<file path="config.mk">
export PLATFORM = sky130hd
export DESIGN_NAME = mult_sched
export DESIGN_NICKNAME = d
export VERILOG_FILES = /design/src/rtl/mult_sched.sv
export SDC_FILE = /design/constraint.sdc
export NUM_CORES = 1
export LEC_CHECK = 0
export CAP_MARGIN = 20
export CORE_MARGIN = 1
export CORE_UTILIZATION = 25
export DETAILED_ROUTE_END_ITERATION = 12
export PLACE_DENSITY = 0.61
export SYNTH_ARGS = -nofsm -noshare
export SYNTH_HDL_FRONTEND = slang
export SYNTH_SLANG_ARGS = --single-unit
</file>
<file path="constraint.sdc">
create_clock -name clk_i -period 1.7 [get_ports clk_i]
set_input_delay 0.34 -clock clk_i [delete_from_list [all_inputs] [get_ports clk_i]]
set_output_delay 0.34 -clock clk_i [all_outputs]
set_load 0.005 [all_outputs]
</file>
<file path="src/rtl/mult_sched.sv">
// mult_sched: shares one pipelined 4x4 multiplier among NREQ requesters, tagging each product with its requester ID.
// Define MULT_SCHED_RR_EN for round-robin arbitration; otherwise the lowest eligible index wins.
module mult_sched #(
    parameter int NREQ = 2,
    parameter int LAT  = 2,
    parameter int IDW  = 2
) (
    input  logic              clk_i,
    input  logic              reset_i,
    input  logic [NREQ-1:0]   req_i,
    input  logic [4*NREQ-1:0] a_in_i,
    input  logic [4*NREQ-1:0] b_in_i,
    input  logic              hold_i,
    output logic [NREQ-1:0]   ack_o,
    output logic [3:0]        mult_a_o,
    output logic [3:0]        mult_b_o,
    output logic              mult_en_o,
    input  logic [7:0]        mult_y_i,
    output logic              res_valid_o,
    output logic [IDW-1:0]    res_id_o,
    output logic [7:0]        res_y_o,
    output logic              busy_o
);
    localparam int CW = $clog2(LAT + 2);
    localparam int NS = 2 ** IDW;

    logic [NREQ-1:0] ack_q, ack_d;
    logic [3:0]      ma_q, ma_d, mb_q, mb_d;
    logic [LAT:0]    tv_q, tv_d;
    logic [IDW-1:0]  tid_q [LAT+1];
    logic [IDW-1:0]  tid_d [LAT+1];
    logic            rv_q, rv_d;
    logic [IDW-1:0]  rid_q, rid_d;
    logic [7:0]      ry_q, ry_d;
    logic [CW-1:0]   cnt_q, cnt_d;
    logic [NS-1:0]   elig;
    logic [3:0]      a_arr [NS];
    logic [3:0]      b_arr [NS];
    logic [IDW-1:0]  gid, idx, base;
    logic            found, issue, retire;

`ifdef MULT_SCHED_RR_EN
    logic [IDW-1:0] ptr_q, ptr_d;
    assign base  = ptr_q;
    assign ptr_d = issue ? IDW'((int'(gid) + 1) % NREQ) : ptr_q;
    always_ff @(posedge clk_i or posedge reset_i)
        if (reset_i) ptr_q <= '0;
        else ptr_q <= ptr_d;
`else
    assign base = '0;
`endif

    // A requester acked last cycle sits out one cycle so it can update or drop its request.
    always_comb begin
        elig = '0;
        elig[NREQ-1:0] = req_i & ~ack_q;
        found = 1'b0;
        gid = '0;
        idx = '0;
        for (int i = 0; i < NS; i++) begin
            a_arr[i] = '0;
            b_arr[i] = '0;
        end
        for (int i = 0; i < NREQ; i++) begin
            a_arr[i] = a_in_i[4*i +: 4];
            b_arr[i] = b_in_i[4*i +: 4];
        end
        for (int i = 0; i < NREQ; i++) begin
            idx = IDW'((int'(base) + i) % NREQ);
            if (!found && elig[idx]) begin
                found = 1'b1;
                gid = idx;
            end
        end
    end

    assign issue  = !hold_i && found;
    assign retire = !hold_i && tv_q[LAT];

    always_comb begin
        ack_d = issue ? NREQ'(1) << gid : '0;
        ma_d  = issue ? a_arr[gid] : ma_q;
        mb_d  = issue ? b_arr[gid] : mb_q;
        tv_d  = hold_i ? tv_q : {tv_q[LAT-1:0], found};
        tid_d[0] = hold_i ? tid_q[0] : gid;
        for (int i = 1; i <= LAT; i++) tid_d[i] = hold_i ? tid_q[i] : tid_q[i-1];
        rv_d  = retire;
        rid_d = retire ? tid_q[LAT] : rid_q;
        ry_d  = retire ? mult_y_i : ry_q;
        cnt_d = cnt_q + CW'(issue) - CW'(retire);
    end

    always_ff @(posedge clk_i or posedge reset_i) begin
        if (reset_i) begin
            ack_q <= '0;
            ma_q  <= '0;
            mb_q  <= '0;
            tv_q  <= '0;
            for (int i = 0; i <= LAT; i++) tid_q[i] <= '0;
            rv_q  <= 1'b0;
            rid_q <= '0;
            ry_q  <= '0;
            cnt_q <= '0;
        end else begin
            ack_q <= ack_d;
            ma_q  <= ma_d;
            mb_q  <= mb_d;
            tv_q  <= tv_d;
            for (int i = 0; i <= LAT; i++) tid_q[i] <= tid_d[i];
            rv_q  <= rv_d;
            rid_q <= rid_d;
            ry_q  <= ry_d;
            cnt_q <= cnt_d;
        end
    end

    assign ack_o       = ack_q;
    assign mult_a_o    = ma_q;
    assign mult_b_o    = mb_q;
    assign mult_en_o   = ~hold_i;
    assign res_valid_o = rv_q;
    assign res_id_o    = rid_q;
    assign res_y_o     = ry_q;
    assign busy_o      = cnt_q != '0;
endmodule

</file>
==> results.json <==
{
  "ios": 52,
  "initial_core_util_pct": 26.5,
  "synthMuxAreaShare_pct": 12.5,
  "vias": 877,
  "power_leakage_nw": 0.815,
  "slowest_stage": "clkdlybuf4s50_1",
  "die_w_microns": 70.4,
  "finalHoldViolations": 0,
  "grt-ovfl-total": 0,
  "fin_setup_tns_ns": 0,
  "swShare_pct": 24.9,
  "yosysWarnings": 0,
  "synth_compound_area_share_pct": 7.91,
  "reg2reg_depth": 7,
  "wl_per_cell_microns": 13.6,
  "internal_power_mw": 1.43,
  "wl_mm": 2.70,
  "drive_gt1_share_pct": 26.0,
  "first_iter_violations": 23,
  "status": "finished clean",
  "syn_to_final_growth_pct": 59.0,
  "numPortBuffers": 50,
  "core_region_area_sq_um": 4410,
  "drt_pass1_iterations": 4,
  "gp_congestion": 0.822,
  "drc": 0,
  "synth_edf_count": 0,
  "r2r_start": "ack_o[1]$_DFF_PP0_",
  "synth_top_family_by_area": "multiplexers",
  "antenna_left": 0,
  "fin_worst_skew_ns": 0.00213,
  "hold_class": "in2async",
  "rsz0062_at_grt": "no",
  "critPathCaptureType": "flop",
  "crit_chain": "clkdlybuf4s50_1 -> nand2b_4 -> a21o_1 -> ha_4 -> inv_2 -> ha_4 -> xnor2_2 -> xnor2_1",
  "mostFrequentLayoutCell": "clkdlybuf4s50_1",
  "cts_tree": "done",
  "grt_max_degree": 29,
  "synth_xor_area_share_pct": 1.50,
  "grt_antenna_before_repair": 0,
  "postCtsHoldBufs": 0,
  "cap_violations": 0,
  "dpl.hpwl_mm": 2.07,
  "worst_ep_arrival_time_ns": 1.81,
  "fp-row-count": 24,
  "switchingPower_uw": 474,
  "nets": 179,
  "drt-vias-per-instance": 4.43,
  "insertion_delay_ns": 0.27,
  "critPathMaxFanout": 2,
  "worstReg2RegEnd": "cnt_q[1]$_DFF_PP0_",
  "seqPwrFrac_pct": 46.5,
  "cts_max_level": 1,
  "path_clk_slew_ns": 0.09,
  "grt_pass1_wl_mm": 4.73,
  "startpoint": "req_i[0]",
  "reg2reg_slack_ns": 0.12,
  "slew_viol_final": 0,
  "slowest_delay_ns": 0.51,
  "period_share_pct": 97.0,
  "die_h_microns": 70.4,
  "synth_cells": 85,
  "cts.path.max_buffers": 2,
  "grt_pass1_vias": 991,
  "p_clk_share_pct": 18.5,
  "seq_area_frac_synth_pct": 59.8,
  "cts.sinks": 28,
  "synth_async_sr_flop_share_pct": 100,
  "synth-seq-cells": 28,
  "yosys.area_share.adder_pct": 2.14,
  "ys.flop_type": "dfrtp_1",
  "ys_types": 21,
  "crit_type": "in2reg",
  "critPathLaunchType": "input pin",
  "irDropWorstVdd_uv": 446,
  "finalSetupViolations": 0,
  "syn_area_sq_um": 1170,
  "fin_util_pct": 42.2,
  "diodes": 0,
  "grt.total_usage_pct": 12.3,
  "crit_required_ns": 1.86,
  "p_comb_share_pct": 35.0,
  "die-area_sq_um": 4960,
  "fin_crit_ns": 1.65,
  "synth.avg_cell_area_sq_um": 13.8,
  "fmax_ghz": 0.607,
  "syn_nets": 116,
  "power_density_nw_per_um2": 1020,
  "cts_inserted_buffers": 3,
  "most-common-layout-cells": "clkdlybuf4s50_1, dfrtp_1, buf_4",
  "cts_root_buf": "clkbuf_8",
  "worst_path_most_repeated_cell": "ha_4",
  "synth_simple_gate_area_share_pct": 9.51,
  "crit_end": "cnt_q[1]$_DFF_PP0_"
}
[synthesized netlist by cell type, drive strengths merged, types with 6 or more instances]
library cell	n	area, sq um
inv	7	26.3
dfrtp	28	701
mux2	13	146
a221o	6	60.1
nor3b	7	57.6
buf	6	47.5
[power by group through the flow]
stage          clock (mW)  sequential, mW  combinational (mW)
2_1_floorplan           0           0.909               0.270
3_3_place_gp            0           0.906               0.620
3_5_place_dp            0           0.912               0.637
4_1_cts             0.371           0.887               0.682
5_1_grt             0.398           0.907               0.730
6_report            0.352           0.885               0.666
[how the worst min path moves through the flow]
stage	slack [ns]	end	cells after the start	from
after floorplan	0.41	ack_o[0]$_DFF_PP0_	1	reset_i
after global placement	0.47	tid_q[4]$_DFFE_PP0N_	1	tid_q[4]$_DFFE_PP0N_
after detailed placement	0.47	tid_q[4]$_DFFE_PP0N_	1	tid_q[4]$_DFFE_PP0N_
after CTS	0.44	res_y_o[4]$_DFFE_PP0P_	3	reset_i
after global routing	0.49	tid_q[4]$_DFFE_PP0N_	3	reset_i
final	0.43	res_y_o[4]$_DFFE_PP0P_	3	reset_i
[logic make-up (layout without fill, tap and decap cells)]
group / count (synthesis) / in the layout
flops: 28 / 28
mux: 13 / 13
buf+inv: 13 / 74
compound gates: 10 / 10
fa+ha+maj: 2 / 2
other cells: 1 / 1
simple gates: 16 / 16
xor+xnor: 2 / 2
[flip-flops by register name, indices dropped and copies added (netlist names)]
name	count
res_y_o	8
mult_a_o	4
mult_b_o	4
tid_q	3
tv_q	3
ack_o	2
cnt_q	2
res_id_o	1
res_valid_o	1
[area by class of cell]
class,instances,area (sq um)
Sequential cell,28,701
Fill cell,418,2550
Timing Repair Buffer,64,599
Inverter,7,26.3
Clock buffer,3,41.3
Multi-Input combinational cell,44,429
Tap cell,52,65.1
[what timing repair did]
action / in CTS / in global routing
endpoints found under the hold margin: 0 / 0
resized for setup: 3 / 1
setup buffers: 2 / 0
setup endpoints to repair: 2 / 2
pin swaps: 0 / 1
[routing by layer]
layer  global-route usage [%]  vias to the layer above  wire, microns  share of wire [%]
met5                        0                        -              0                  0
met4                     6.67                        0             61                2.3
met3                     1.73                        4            116                4.3
met2                     21.2                       24           1440                 54
met1                     14.6                      434           1070                 40
li1                         -                      415              -                  -
[stage by stage]
step / cells / setup WS (ns) / area [sq um] / hold slack [ns] / total power [mW]
2_1_floorplan: 85 / -0.0118 / 1200 / 0.405 / 1.18
3_3_place_gp: 193 / -0.241 / 1810 / 0.465 / 1.53
3_5_place_dp: 193 / -0.244 / 1810 / 0.474 / 1.55
4_1_cts: 198 / 0.0141 / 1870 / 0.442 / 1.94
5_1_grt: 198 / 0.00914 / 1860 / 0.487 / 2.03
6_report: 198 / 0.0518 / 1860 / 0.429 / 1.90
[worst max-delay path, delay by kind of cell]
family                     cells  cell delay [ns]
buffers and inverters          2             0.55
adders and majority gates      2             0.42
and+or+nand+nor                1             0.06
xor gates and xnor gates       2             0.25
AOI/OAI and AO/OA              1             0.19
Power figures use the tool's default switching activity.
